`src/rtl/uart_pkg.sv`:
```
// Shared state type, character constants and sizing helper for the UART echo path.
// The SEND_LF state only exists when ECHO_CRLF_EN is defined.
package uart_pkg;

  localparam logic [7:0] CR = 8'h0D;
  localparam logic [7:0] LF = 8'h0A;

`ifdef ECHO_CRLF_EN
  typedef enum logic [1:0] {IDLE, WAIT_BUSY, WAIT_DONE, SEND_LF} tx_state_t;
`else
  typedef enum logic [1:0] {IDLE, WAIT_BUSY, WAIT_DONE} tx_state_t;
`endif

  // Level counter must reach DEPTH itself, hence one bit wider than the pointers.
  function automatic int unsigned level_w(int unsigned depth);
    return $clog2(depth) + 1;
  endfunction

endpackage

```
`src/rtl/uart_sync_fifo.sv`:
```
// Synchronous FIFO without fall-through: a word pushed this cycle is poppable next cycle.
// A push into a full FIFO is accepted only when a pop happens in the same cycle.
module uart_sync_fifo
  import uart_pkg::*;
#(
  parameter int unsigned DATA_W = 8,
  parameter int unsigned DEPTH  = 16
) (
  input  logic                       clk,
  input  logic                       reset,
  input  logic                       push,
  input  logic [DATA_W-1:0]          din,
  input  logic                       pop,
  output logic [DATA_W-1:0]          head,
  output logic                       full,
  output logic                       empty,
  output logic [level_w(DEPTH)-1:0]  level
);

  localparam int unsigned PW = $clog2(DEPTH);
  localparam int unsigned LW = level_w(DEPTH);

  logic [DATA_W-1:0] mem [DEPTH];
  logic [PW-1:0]     wr_ptr;
  logic [PW-1:0]     rd_ptr;
  logic              do_push;
  logic              do_pop;

  assign full    = (level == LW'(DEPTH));
  assign empty   = (level == '0);
  assign do_pop  = pop && !empty;
  assign do_push = push && (!full || do_pop);
  assign head    = mem[rd_ptr];

  always_ff @(posedge clk) begin
    if (do_push) mem[wr_ptr] <= din;
  end

  always_ff @(posedge clk or negedge reset) begin
    if (!reset) begin
      wr_ptr <= '0;
      rd_ptr <= '0;
      level  <= '0;
    end else begin
      if (do_push) wr_ptr <= wr_ptr + PW'(1);
      if (do_pop)  rd_ptr <= rd_ptr + PW'(1);
      case ({do_push, do_pop})
        2'b10:   level <= level + LW'(1);
        2'b01:   level <= level - LW'(1);
        default: level <= level;
      endcase
    end
  end

endmodule

```
`src/rtl/uart_echo_buffer.sv`:
```
// Echo path between UART RX and TX: FIFO buffering, start/tx_ready handshake with retry,
// overflow and drop statistics. Define ECHO_CRLF_EN to append LF after every echoed CR.
module uart_echo_buffer
  import uart_pkg::*;
#(
  parameter int unsigned DATA_W = 8,
  parameter int unsigned DEPTH  = 16,
  parameter int unsigned CNT_W  = 8,
  parameter int unsigned ACK_TO = 64
) (
  input  logic                       clk,
  input  logic                       reset,
  input  logic [DATA_W-1:0]          rx_data,
  input  logic                       rx_valid,
  input  logic                       tx_ready,
  output logic [DATA_W-1:0]          tx_data,
  output logic                       tx_start,
  output logic [level_w(DEPTH)-1:0]  fifo_level,
  output logic                       overflow,
  output logic [CNT_W-1:0]           drop_count
);

  localparam int unsigned RW = $clog2(ACK_TO + 1);
  localparam logic [RW-1:0] RETRY_LAST = RW'(ACK_TO - 1);

  tx_state_t         state, state_d;
  logic [DATA_W-1:0] tx_data_d;
  logic              tx_start_d;
  logic [RW-1:0]     retry_cnt, retry_d;
  logic              pop;
  logic              full;
  logic              empty;
  logic [DATA_W-1:0] head;
  logic              drop;

  uart_sync_fifo #(
    .DATA_W (DATA_W),
    .DEPTH  (DEPTH)
  ) u_fifo (
    .clk   (clk),
    .reset (reset),
    .push  (rx_valid),
    .din   (rx_data),
    .pop   (pop),
    .head  (head),
    .full  (full),
    .empty (empty),
    .level (fifo_level)
  );

  assign drop = rx_valid && full && !pop;

  always_comb begin
    state_d    = state;
    tx_data_d  = tx_data;
    tx_start_d = 1'b0;
    retry_d    = retry_cnt;
    pop        = 1'b0;
    case (state)
      IDLE: begin
        if (!empty && tx_ready) begin
          tx_data_d  = head;
          tx_start_d = 1'b1;
          pop        = 1'b1;
          retry_d    = '0;
          state_d    = WAIT_BUSY;
        end
      end
      WAIT_BUSY: begin
        // Transmitter never went busy: re-pulse start with the same word, no pop.
        if (!tx_ready) begin
          state_d = WAIT_DONE;
        end else if (retry_cnt == RETRY_LAST) begin
          tx_start_d = 1'b1;
          retry_d    = '0;
        end else begin
          retry_d = retry_cnt + RW'(1);
        end
      end
      WAIT_DONE: begin
        if (tx_ready) begin
`ifdef ECHO_CRLF_EN
          state_d = (tx_data[7:0] == CR) ? SEND_LF : IDLE;
`else
          state_d = IDLE;
`endif
        end
      end
`ifdef ECHO_CRLF_EN
      SEND_LF: begin
        if (tx_ready) begin
          tx_data_d  = DATA_W'(LF);
          tx_start_d = 1'b1;
          retry_d    = '0;
          state_d    = WAIT_BUSY;
        end
      end
`endif
      default: state_d = IDLE;
    endcase
  end

  always_ff @(posedge clk or negedge reset) begin
    if (!reset) begin
      state      <= IDLE;
      tx_data    <= '0;
      tx_start   <= 1'b0;
      retry_cnt  <= '0;
      overflow   <= 1'b0;
      drop_count <= '0;
    end else begin
      state     <= state_d;
      tx_data   <= tx_data_d;
      tx_start  <= tx_start_d;
      retry_cnt <= retry_d;
      if (drop) begin
        overflow <= 1'b1;
        if (drop_count != '1) drop_count <= drop_count + CNT_W'(1);
      end
    end
  end

endmodule

```
`config.mk`:
```
export PLATFORM = sky130hd
export DESIGN_NAME = uart_echo_buffer
export DESIGN_NICKNAME = d
export VERILOG_FILES = /design/src/rtl/uart_pkg.sv /design/src/rtl/uart_sync_fifo.sv /design/src/rtl/uart_echo_buffer.sv
export SDC_FILE = /design/constraint.sdc
export NUM_CORES = 1
export LEC_CHECK = 0
export CORE_MARGIN = 8
export CORE_UTILIZATION = 54
export DETAILED_ROUTE_END_ITERATION = 8
export GPL_ROUTABILITY_DRIVEN = 0
export PLACE_DENSITY = 0.81
export SLEW_MARGIN = 20
export SYNTH_ARGS = -nofsm -noshare
export SYNTH_HDL_FRONTEND = slang
export SYNTH_SLANG_ARGS = --single-unit
```
`constraint.sdc`:
```
create_clock -name clk -period 3.2 [get_ports clk]
set_input_delay 0.96 -clock clk [delete_from_list [all_inputs] [get_ports clk]]
set_output_delay 0.96 -clock clk [all_outputs]
set_load 0.05 [all_outputs]
```
**Word-level counts from Yosys, hierarchy flattened**

Memory sizes are Yosys's and may differ from the RTL's. A register that Yosys moved wholly into a read port is not among the register bits.
Index checks and enable logic that the tools add are counted.

- Add/subtract/negate cells: 6
- $mul: 0
- Div/mod/pow operators: 0
- $lt $le $gt $ge: 0
- Equality and inequality tests: 11
- Shift operators: 0
- Multiplexer cells: 16
- Bitwise gates (word level): 0
- Reduce and logical (&&, ||, !) cells: 18

Operators with widths:

| cell | count |
|---|---|
| 7-bit 2-to-1 mux | 3 |
| 7-bit one-hot mux with 2 select lines | 1 |
| 5-bit one-hot mux with 2 select lines | 1 |
| 4-bit by 1-bit adder with 4-bit output (second input constant) | 2 |
| 8-bit by 1-bit adder with 8-bit output (second input constant) | 1 |
| 2-bit != test (second input constant) | 4 |
| 8-bit != test (second input constant) | 1 |
| 7-bit by 1-bit adder with 7-bit output (second input constant) | 1 |
| 7-bit by 6-bit == test with 1-bit output (second input constant) | 1 |
| 1-bit 2-to-1 mux | 6 |
| 2-bit 2-to-1 mux | 3 |
| 2-bit one-hot mux with 3 select lines | 1 |
| 3-bit AND reduction | 2 |
| 5-bit by 1-bit adder with 5-bit output (second input constant) | 1 |
| 5-bit == test (second input constant) | 1 |
| 1-bit logical AND | 5 |
| 5-bit logical NOT | 1 |
| 5-bit by 1-bit subtractor with 5-bit output (second input constant) | 1 |
| 2-bit by 1-bit == test with 1-bit output (second input constant) | 2 |
| 2-bit == test (second input constant) | 2 |
| 1-bit logical NOT | 4 |
| 2-bit AND reduction | 2 |
| 2-bit nonzero test | 2 |
| 2-bit logical NOT | 1 |
| other kinds (2) | 2 |

- Flip-flop bits (word level): 32
- Latch bits: 0
- Bits in writable memories: 128
- Memory bits (read-only): 0
- Input bits: 12
- Logic and storage cells: 60
- Memories: 1

Memories:

| memory | words | width | rd ports | clocked after memory_dff | wr ports | RTL line | source |
|---|---|---|---|---|---|---|---|
| u_fifo.mem | 16 | 8 | 1 | 1 | 1 | uart_sync_fifo.sv:23 | `logic [DATA_W-1:0] mem [DEPTH];` |

**Logic depth before layout (Yosys ltp)**

Gate-level depths: netlist of the first run.

- Word-level depth: 10
- Gate-level depth with buffers: 12
- Gate-level depth less buffers: 10

**Hierarchy**

Synthesis of the first run repeated with hierarchy kept, for this count alone.

- Cell total of the unflattened synthesis: 403
- Area total of the unflattened synthesis: 6999.2 um^2

Modules (own cells, without submodules):

| module | instances | cells an instance | area each (um^2) | sequential area each (um^2) |
|---|---|---|---|---|
| uart_sync_fifo | 1 | 301 | 5774.3 | 4169.0 |
| uart_echo_buffer | 1 | 102 | 1224.9 | 675.6 |

**Worst setup path before layout of the first run**

Ideal clock, no wire load.

- Kind: in2reg
- Start point: input port tx_ready
- End point: register u_fifo.level[4]
- Library setup time: 0.080 ns
- Arrival: 3.321 ns
- Data required time: 3.120 ns
- Slack: -0.200 ns
- Cell stages on the path: 11
- Buffers on the path: 1
- Cell sequence: nor3b_1 -> o21ai_4 -> inv_2 -> ha_1 -> clkbuf_1 -> xor2_1 -> ha_1 -> a21boi_0 -> o32ai_1 -> nor4b_1 -> xnor2_1

- Word-level cells in the longest chain between the ends: 8
- Elaborated cells on any way between the ends: 10
- Classes of those cells: eq/ne: 2; mux: 3; reduce/logical: 5

RTL lines:

| element | RTL line | source |
|---|---|---|
| start: declaration | uart_echo_buffer.sv:15 | `input logic tx_ready,` |
| 1-bit logical AND (*) | uart_echo_buffer.sv:61 | `if (!empty && tx_ready) begin` |
| 1-bit 2-to-1 mux (*) | uart_echo_buffer.sv:61 |  |
| 1-bit 2-to-1 mux (*) | uart_echo_buffer.sv:59 | `case (state)` |
| 1-bit logical AND (*) | uart_sync_fifo.sv:31 | `assign do_pop = pop && !empty;` |
| via u_fifo.do_pop | uart_sync_fifo.sv:27 | `logic do_pop;` |
| 1-bit logical OR | uart_sync_fifo.sv:32 | `assign do_push = push && (!full \|\| do_pop);` |
| 1-bit logical AND | uart_sync_fifo.sv:32 |  |
| 2-bit by 1-bit == test with 1-bit output / 2-bit == test (equally long branches) | uart_sync_fifo.sv:47 | `case ({do_push, do_pop})` |
| 5-bit one-hot mux with 2 select lines / 2-bit nonzero test (equally long branches) | -- |  |
| end signal: assignment | uart_sync_fifo.sv:48 | `2'b10: level <= level + LW'(1);` |
| end signal: assignment | uart_sync_fifo.sv:49 | `2'b01: level <= level - LW'(1);` |
| end signal: assignment | uart_sync_fifo.sv:50 | `default: level <= level;` |
| end: declaration | uart_sync_fifo.sv:17 | `output logic [level_w(DEPTH)-1:0] level` |

Mark *: on every way through the listed nets, which the timed path passes. The rest lies on a longest branch.
A chain may end at the register's enable or synchronous reset.

**Worst setup path after layout of the first run**

- Start point: input port tx_ready
- End point: register u_fifo.level[4]

- Word-level cells in the longest chain between the ends: 8
- Elaborated cells on any way between the ends: 10
- Classes of those cells: eq/ne: 2; mux: 3; reduce/logical: 5

RTL lines:

| element | RTL line |
|---|---|
| 1-bit logical AND (*) | uart_echo_buffer.sv:61 |
| 1-bit 2-to-1 mux (*) | uart_echo_buffer.sv:61 |
| 1-bit 2-to-1 mux (*) | uart_echo_buffer.sv:59 |
| 1-bit logical AND (*) | uart_sync_fifo.sv:31 |
| 1-bit logical OR | uart_sync_fifo.sv:32 |
| 1-bit logical AND | uart_sync_fifo.sv:32 |
| 2-bit by 1-bit == test with 1-bit output / 2-bit == test (equally long branches) | uart_sync_fifo.sv:47 |
| 5-bit one-hot mux with 2 select lines / 2-bit nonzero test (equally long branches) | -- |

Mark *: on every way between the ends. The rest lies on a longest branch, timed or not.

==> flow_summary.rst, run 1 <==
.. list-table::
   :header-rows: 1

   * - Metric
     - Value
   * - Result of the run
     - complete, no violations
   * - Sequential fraction of the synthesis area
     - 68.1%
   * - Critical-path cell with the highest stage delay
     - or4b_4
   * - Top cells by area in the synthesized netlist
     - edfxtp_1 (54%), dfrtp_1 (14%), mux4_2 (8.2%), mux4_1 (2.2%), ha_1 (1.9%)
   * - H-tree depth
     - 4
   * - Reported net switching power
     - 2.42 mW
   * - Number of sinks handled by clock tree synthesis
     - 168
   * - CP Class
     - input pin to flop
   * - Count of flip-flops with a built-in enable after synthesis
     - 128
   * - Count of hold buffers inserted by post-cts repair
     - 0
   * - Pwr per Cell Area
     - 851 nW/um2
   * - Maxcap violations
     - 0
   * - Area overhead of the layout relative to synthesis
     - 20.2%
   * - Hold Path Stages
     - 1
   * - Static leakage
     - 3.10 nW
   * - Initial Util
     - 54.6%
   * - Sequential standard cell area
     - 4850 um2
   * - Die Span X
     - 131 um
   * - Cells along the critical path
     - clkdlybuf4s50_1, or3b_4, a31oi_4, inv_2, ha_2, ha_1, or4b_4, o32ai_2, nor4b_2, xnor2_1
   * - Remaining global-route overflow
     - 0
   * - Via count of the first global-routing pass
     - 4039
   * - Count of buffers from port buffering
     - 34
   * - Total area of multi-input combinational cells
     - 2130 um2
   * - Drt first pass iters
     - 6
   * - Core footprint
     - 13000 um2
   * - Top fanout value on the critical path
     - 4
   * - Fin util
     - 65.7%
   * - Number of standard cells in the layout, taps in and fillers out
     - 683
   * - Proportion of netlist area held by the largest area contributor
     - 54.0%
   * - Post-DP HPWL
     - 9570 um
   * - Clock Tree Buf Depth
     - 2
   * - Reg clk slew, reported paths
     - 0.06 ns
   * - Final Power
     - 7.28 mW
   * - Die Ht
     - 131 um
   * - Synth top cells by count
     - edfxtp_1 (128), dfrtp_1 (40), mux4_2 (26), a21oi_1 (16)
   * - Internal Power
     - 4.86 mW
   * - Share of cells above drive strength 1
     - 24.9%
   * - Kind of capture point of the worst setup path
     - flop
   * - Count of antenna diodes in the layout
     - 0
   * - Syn_area_per_cell
     - 17.2 um2
   * - Pre-CTS setup slack
     - -0.480 ns
   * - GRT Total Usage
     - 18.0%
   * - Total DRC errors in the routed layout
     - 0
   * - Post-route clock period utilization
     - 97.7%
   * - CTS buffer count
     - 17
   * - Critical Path Start
     - tx_ready
   * - Net count of the finished layout
     - 517
   * - Setup Viol. Count Final
     - 0
   * - Crit-path max cell delay
     - 0.52 ns
   * - Final total negative setup slack
     - 0 ns
   * - Master cell of the clock root buffer
     - clkbuf_16
   * - Flip-flop cell with the highest count after synthesis
     - edfxtp_1
   * - Wire length of the first global-routing pass
     - 22300 um
   * - Length of routed met3 wiring
     - 904 um
   * - Via count
     - 4012
   * - Routed len/inst
     - 20.9 um
   * - Worst vdd rail ir drop
     - 0.570 mV
   * - Yosys cell types
     - 61
   * - Combinational share of power
     - 32.8%
   * - Data arrival time of the critical path
     - 3.42 ns
   * - Most repeated cell in the gate-level netlist after synthesis
     - edfxtp_1
   * - Net Count, Synth
     - 436
   * - FMAX
     - 0.320 GHz
   * - Clock tree from TritonCTS
     - built
   * - Clock latency on the worst-skew pair
     - 0.43 ns
   * - Initial antenna violation count
     - 0
   * - Sequential share of power
     - 41.6%
   * - Destination of the critical timing path
     - u_fifo.level[4]$_DFFE_PN0P_
   * - Min-delay worst type
     - flop to flop
   * - Count of routing violations after the opening detailed-route iteration
     - 426
   * - Largest net degree at the start of global routing
     - 28
   * - Post-route clock skew
     - 0.00665 ns
   * - Reg2reg path depth
     - 11
   * - Routed length on met2
     - 7370 um
   * - Critical Path RT
     - 3.50 ns
   * - Post-Place Cells
     - 650
   * - ANT nets after route
     - 0
   * - Max-slew violation count
     - 0
   * - Number of rows created at floorplan
     - 42
   * - Total routed wirelength
     - 14300 um
   * - Number of instances in the synthesized netlist
     - 413
   * - Smallest setup slack after layout
     - 0.0743 ns
   * - Slew at the pin closest to its max-slew limit
     - 1.02 ns
   * - Post-DR vias/cell
     - 5.87
   * - RR Startpoint
     - u_fifo.level[1]$_DFFE_PN0P_
   * - Setup crit start kind
     - input pin
   * - CP top delay family
     - simple AND/OR/NAND/NOR gates
   * - Yosys warns
     - 0
   * - Fraction of registers with async set or reset after synthesis
     - 23.8%
   * - Number of filler cells placed in the layout
     - 912
   * - Post-synthesis instance area
     - 7120 um2
   * - M1 wire length
     - 5700 um
   * - Reg-to-reg setup timing slack
     - 0.47 ns
   * - Bufs and invs on worst path
     - 2
   * - Path length in cells of the critical path
     - 10
   * - Switching share of total power
     - 33.2%
   * - Largest area contributor in the synthesized netlist
     - edfxtp_1
   * - Worst reg2reg endpoint
     - u_fifo.level[4]$_DFFE_PN0P_
   * - Number of synthesized register bits
     - 168
   * - Max-Slew Margin vs Limit
     - 31.8%
   * - Min cycle time layout
     - 3.13 ns
   * - Number of placed I/O pins
     - 35
   * - Endpoints failing hold
     - 0
   * - Clock share of power
     - 25.6%
   * - Uppermost metal layer occupied by signal nets
     - met4
   * - Total die area
     - 17100 um2
metrics by stage:
step,hold slack (ns),instance area [um2]
global route,0.477,8560
detailed placement,0.451,7980
floorplan,0.448,7140
CTS,0.469,8520
finish,0.464,8560
global placement,0.449,7980
worst min-delay path by stage:
stage / from / end
6_report: overflow$_DFFE_PN0P_ / overflow$_DFFE_PN0P_
5_1_grt: overflow$_DFFE_PN0P_ / overflow$_DFFE_PN0P_
4_1_cts: overflow$_DFFE_PN0P_ / overflow$_DFFE_PN0P_
3_5_place_dp: overflow$_DFFE_PN0P_ / overflow$_DFFE_PN0P_
3_3_place_gp: overflow$_DFFE_PN0P_ / overflow$_DFFE_PN0P_
2_1_floorplan: retry_cnt[6]$_DFFE_PN0P_ / retry_cnt[6]$_DFFE_PN0P_
kinds of logic after synthesis:
| kind of cell | count (synthesis) | synth area share [%] |
|---|---|---|
| adders and majority gates | 11 | 1.93 |
| DFF | 168 | 68.1 |
| AOI/OAI and AO/OA | 57 | 5.80 |
| and+or+nand+nor | 85 | 7.66 |
| buffers and inverters | 34 | 2.69 |
| xor gates and xnor gates | 16 | 1.97 |
| muxes | 42 | 11.9 |
power groups by stage:
| stage | clock, mW | combinational, mW | sequential, mW |
|---|---|---|---|
| 2_1_floorplan | 0 | 1.49 | 3.20 |
| 3_3_place_gp | 0 | 2.32 | 3.05 |
| 3_5_place_dp | 0 | 2.38 | 3.07 |
| 4_1_cts | 1.89 | 2.39 | 3.03 |
| 5_1_grt | 1.98 | 2.55 | 3.07 |
| 6_report | 1.86 | 2.39 | 3.03 |
routing by layer:
metal / vias up / global-route usage, %
met3: 26 / 5.15
met2: 162 / 30.0
met1: 2036 / 21.5
li1: 1788 / -
met4: 0 / 7.49
met5: - / 0
what timing repair did:
action | 4_1_cts | 5_1_grt
endpoints found under the setup margin | 1 | 1
setup buffers | 0 | 1
resized for setup | 1 | 6
pin swaps | 0 | 1
flip-flops by register name (all words and copies together) (netlist names):
signal and flops:
u_fifo.level 5, u_fifo.wr_ptr 4, tx_data 8, state 2, overflow 1, tx_start 1
u_fifo.rd_ptr 4, u_fifo.mem 128, drop_count 8, retry_cnt 7
final cells by class:
class | count | area share (%)
inverters | 13 | 0.570
flip-flops and latches | 168 | 56.6
well taps | 176 | 2.57
clock inverters | 14 | 1.26
multi-input cells | 211 | 24.9
repair buffers | 83 | 9.09
clock buffers | 18 | 5.01
cells in the final DEF, fill, tap and decap left out, drive strengths merged, types with 11 or more instances in the layout:
master / instances
edfxtp: 128
buf: 50
dfrtp: 40
clkdlybuf4s50: 33
mux4: 32
clkbuf: 18
a21oi: 16
inv: 14
nor2: 13
nand2: 12
ha: 11
worst reg2reg max path: stages, from the launching register on:
cell and delay [ns]:
dfrtp_2 0.40, buf_4 0.17, nor4_4 0.49, a31oi_4 0.17, inv_2 0.09, ha_2 0.21, xor2_1 0.16, ha_2 0.22
a21boi_1 0.22, o32ai_2 0.11, nor4b_2 0.26, xnor2_1 0.15
No activity file was read; power rests on OpenSTA's default activity.
==> run 2: changes to the inputs <==
--- a/config.mk
+++ b/config.mk
@@ -10,7 +10,7 @@
 export DETAILED_ROUTE_END_ITERATION = 8
 export GPL_ROUTABILITY_DRIVEN = 0
 export PLACE_DENSITY = 0.81
-export SLEW_MARGIN = 20
+export SLEW_MARGIN = 10
 export SYNTH_ARGS = -nofsm -noshare
 export SYNTH_HDL_FRONTEND = slang
 export SYNTH_SLANG_ARGS = --single-unit
==> results of run 2 <==
Same layout as run 1: the final DEF is identical, and so are final timing and power.
==> run 3: changes to the inputs <==
--- a/config.mk
+++ b/config.mk
@@ -6,11 +6,12 @@
 export NUM_CORES = 1
 export LEC_CHECK = 0
 export CORE_MARGIN = 8
-export CORE_UTILIZATION = 54
+export CORE_UTILIZATION = 57
 export DETAILED_ROUTE_END_ITERATION = 8
+export DONT_BUFFER_PORTS = 1
 export GPL_ROUTABILITY_DRIVEN = 0
-export PLACE_DENSITY = 0.81
-export SLEW_MARGIN = 10
+export PLACE_DENSITY = 0.8
+export SLEW_MARGIN = 0
 export SYNTH_ARGS = -nofsm -noshare
 export SYNTH_HDL_FRONTEND = slang
 export SYNTH_SLANG_ARGS = --single-unit
==> run 3 against run 2 <==
Sequential cell count unchanged. Clock skew up 0.0035 ns. Utilization down 1.6 points. Clock-buffer cell count up 4. Die area down 4.6%. Critical path type is now flop to flop. Register-to-register slack worse by 0.22 ns. Largest cell class unchanged. Setup slack better by 0.18 ns. Via count down 7.3%. Combinational power down 23%. Power down 4.2%. Maximum frequency up 5.9%. First-iteration DRC count down 32%.
==> flow_summary.rst, run 3 (same netlist as run 1, synthesis figures left out) <==
.. list-table::
   :header-rows: 1

   * - Metric
     - Value
   * - Drt first pass iters
     - 5 (-1)
   * - Net count of the finished layout
     - 460 (-11%)
   * - Die Span X
     - 128 um (-2.3%)
   * - Final Power
     - 6.98 mW (-4.2%)
   * - Setup crit start kind
     - flop
   * - Slew at the pin closest to its max-slew limit
     - 0.788 ns (-0.234 ns)
   * - Area overhead of the layout relative to synthesis
     - 11.7%
   * - Largest reg by FF count
     - u_fifo.mem
   * - Post-route clock period utilization
     - 92.2% (-5.5 points)
   * - Master cell of the clock root buffer
     - clkbuf_16
   * - Unrepaired setup endpoints after global routing
     - false
   * - Static leakage
     - 2.82 nW (-9.0%)
   * - Total routed wirelength
     - 13700 um (-4.1%)
   * - Pwr per Cell Area
     - 878 nW/um2 (+3.1%)
   * - Maxcap violations
     - 0 (unchanged)
   * - Initial Util
     - 57.3% (+2.7 points)
   * - Total DRC errors in the routed layout
     - 0 (unchanged)
   * - Reported net switching power
     - 2.32 mW (-4.0%)
   * - Crit-path max cell delay
     - 0.64 ns (+0.12 ns)
   * - CP Class
     - flop to flop
   * - Core footprint
     - 12400 um2 (-4.7%)
   * - Data arrival time of the critical path
     - 3.24 ns (-0.18 ns)
   * - Largest net degree at the start of global routing
     - 41 (+46%)
   * - Post-DP HPWL
     - 9130 um (-4.5%)
   * - Count of buffers from port buffering
     - 0 (-100%)
   * - Min-delay worst type
     - input pin to asynchronous set/reset pin
   * - Combinational share of power
     - 26.5% (-6.3 points)
   * - ANT nets after route
     - 0 (unchanged)
   * - Reg clk slew, reported paths
     - 0.06 ns (about the same)
   * - Number of sinks handled by clock tree synthesis
     - 168 (unchanged)
   * - CTS buffer count
     - 17 (unchanged)
   * - Critical-path cell with the highest stage delay
     - or4b_2
   * - Count of hold buffers inserted by post-cts repair
     - 0 (unchanged)
   * - Sequential share of power
     - 46.9% (+5.3 points)
   * - Endpoints failing hold
     - 0 (unchanged)
   * - Min cycle time layout
     - 2.95 ns (-0.176 ns)
   * - Fin util
     - 64.1% (-1.6 points)
   * - Switching share of total power
     - 33.3% (+0.050 points)
   * - Wire length of the first global-routing pass
     - 21500 um (-3.5%)
   * - Post-DR vias/cell
     - 5.98 (+1.8%)
   * - Die Ht
     - 128 um (-2.3%)
   * - Initial antenna violation count
     - 0 (unchanged)
   * - FMAX
     - 0.339 GHz (+5.9%)
   * - Max-Slew Margin vs Limit
     - 47.4% (+16 points)
   * - Top fanout value on the critical path
     - 7 (+3)
   * - Flip-flop count of the largest register after layout
     - 128 (unchanged)
   * - Routed len/inst
     - 22.0 um (+5.3%)
   * - Worst vdd rail ir drop
     - 0.452 mV (-21%)
   * - Via count of the first global-routing pass
     - 3905 (-3.3%)
   * - Number of filler cells placed in the layout
     - 860 (-5.7%)
   * - Number of placed I/O pins
     - 35 (unchanged)
   * - Most frequent cell on the critical path
     - ha_1
   * - Clock Tree Buf Depth
     - 2 (unchanged)
   * - Number of rows created at floorplan
     - 41 (-2.4%)
   * - Kind of capture point of the worst setup path
     - flop
   * - Clock latency on the worst-skew pair
     - 0.42 ns (about the same)
   * - H-tree depth
     - 4 (unchanged)
   * - GRT Total Usage
     - 17.9% (-0.036 points)
   * - Post-route clock skew
     - 0.0102 ns (+0.00353 ns)
   * - Post-CTS setup-driven buffer insertion count
     - 0 (unchanged)
   * - Final total negative setup slack
     - 0 ns (unchanged)
   * - Pre-CTS setup slack
     - 0.0439 ns (+0.524 ns)
   * - Max-slew violation count
     - 0 (unchanged)
   * - Remaining global-route overflow
     - 0 (unchanged)
   * - Clock share of power
     - 26.6% (+1.0 points)
   * - Critical Path RT
     - 3.49 ns (about the same)
   * - Resize count post-CTS
     - 0 (-1)
   * - Count of routing violations after the opening detailed-route iteration
     - 289 (-32%)
   * - Leading cell types in the layout, fill and taps excluded
     - edfxtp_1 (128), dfrtp_1 (38), mux4_2 (26), buf_4 (25), clkbuf_16 (17)
   * - Most common cell after layout, fill and taps aside
     - edfxtp_1
   * - Cells along the critical path
     - or4_4, o21ai_4, inv_2, ha_1, ha_1, or4b_2, o32ai_1, nor4b_1, xnor2_1
   * - Setup Viol. Count Final
     - 0 (unchanged)
   * - Regs by FF count
     - u_fifo.mem x128, drop_count x8, tx_data x8
   * - Share of cells above drive strength 1
     - 21.1% (-3.7 points)
   * - Result of the run
     - complete, no violations
   * - Count of antenna diodes in the layout
     - 0 (unchanged)
   * - Clock tree from TritonCTS
     - built
   * - Smallest setup slack after layout
     - 0.250 ns (+0.176 ns)
   * - Via count
     - 3720 (-7.3%)
   * - Total die area
     - 16300 um2 (-4.6%)
   * - Internal Power
     - 4.66 mW (-4.3%)
-- run 3: cell count changes in the layout (fill, tap and decap cells not counted), moves of 2 or more --
cell | previous run | this run
clkdlybuf4s50_1 | 33 | 0
nor4b_1 | 0 | 2
nor4b_2 | 2 | 0
clkbuf_1 | 1 | 4
buf_4 | 43 | 25
buf_12 | 6 | 1
clkinv_2 | 2 | 0
-- run 3: layout make-up --
type | instances | area, um2 | share of cell area, %
multi-input combinational | 211 | 2100 | 26.4
inverter | 13 | 48.8 | 0.613
timing repair buffer | 26 | 208 | 2.61
clock inverter | 10 | 83.8 | 1.05
sequential | 168 | 4850 | 60.9
tap | 172 | 215 | 2.71
clock buffer | 22 | 454 | 5.71
-- run 3: path summary, 6_finish.rpt --
| kind | from | endpoint | slack (ns) | cells past startpoint |
|---|---|---|---|---|
| min reg2reg | retry_cnt[6]$_DFFE_PN0P_ | retry_cnt[6]$_DFFE_PN0P_ | 0.50 | 1 |
| min | reset | drop_count[1]$_DFFE_PN0P_ | 0.23 | 0 |
| max | u_fifo.level[0]$_DFFE_PN0P_ | u_fifo.level[4]$_DFFE_PN0P_ | 0.25 | 9 |
| max reg2reg | u_fifo.level[0]$_DFFE_PN0P_ | u_fifo.level[4]$_DFFE_PN0P_ | 0.25 | 9 |
| max in group asynchronous | reset | u_fifo.rd_ptr[0]$_DFFE_PN0P_ | 2.88 | 0 |
| min in group clk | retry_cnt[6]$_DFFE_PN0P_ | retry_cnt[6]$_DFFE_PN0P_ | 0.50 | 1 |
-- run 3: per-layer routing --
metal	wire, um	vias up	GRT usage [%]
li1	-	1673	-
met1	5500	1889	20.9
met2	6930	140	30.2
met3	1040	18	5.91
met4	231	0	6.85
met5	0	-	0
-- run 3: power by group through the flow --
stage	logic, mW	registers [mW]	clock network, mW
after global routing	1.99	3.32	1.98
after global placement	1.79	3.29	0
after detailed placement	1.86	3.32	0
after floorplan	1.49	3.20	0
after CTS	1.87	3.28	1.89
final	1.85	3.27	1.86
-- run 3: critical path: cells and delay by family, from the launching register on --
kind	cells	cell delay (ns)
compound gates	2	0.29
xor+xnor	1	0.14
fa+ha+maj	2	0.48
buf+inv	1	0.08
flops	1	0.48
simple gates	3	1.35
-- run 3: stage by stage --
step | hold slack (ns) | area [um2] | cells
final | 0.231 | 7950 | 622
after detailed placement | 0.488 | 7420 | 590
after CTS | 0.212 | 7950 | 622
after global routing | 0.204 | 7950 | 622
after floorplan | 0.448 | 7140 | 413
after global placement | 0.464 | 7420 | 590
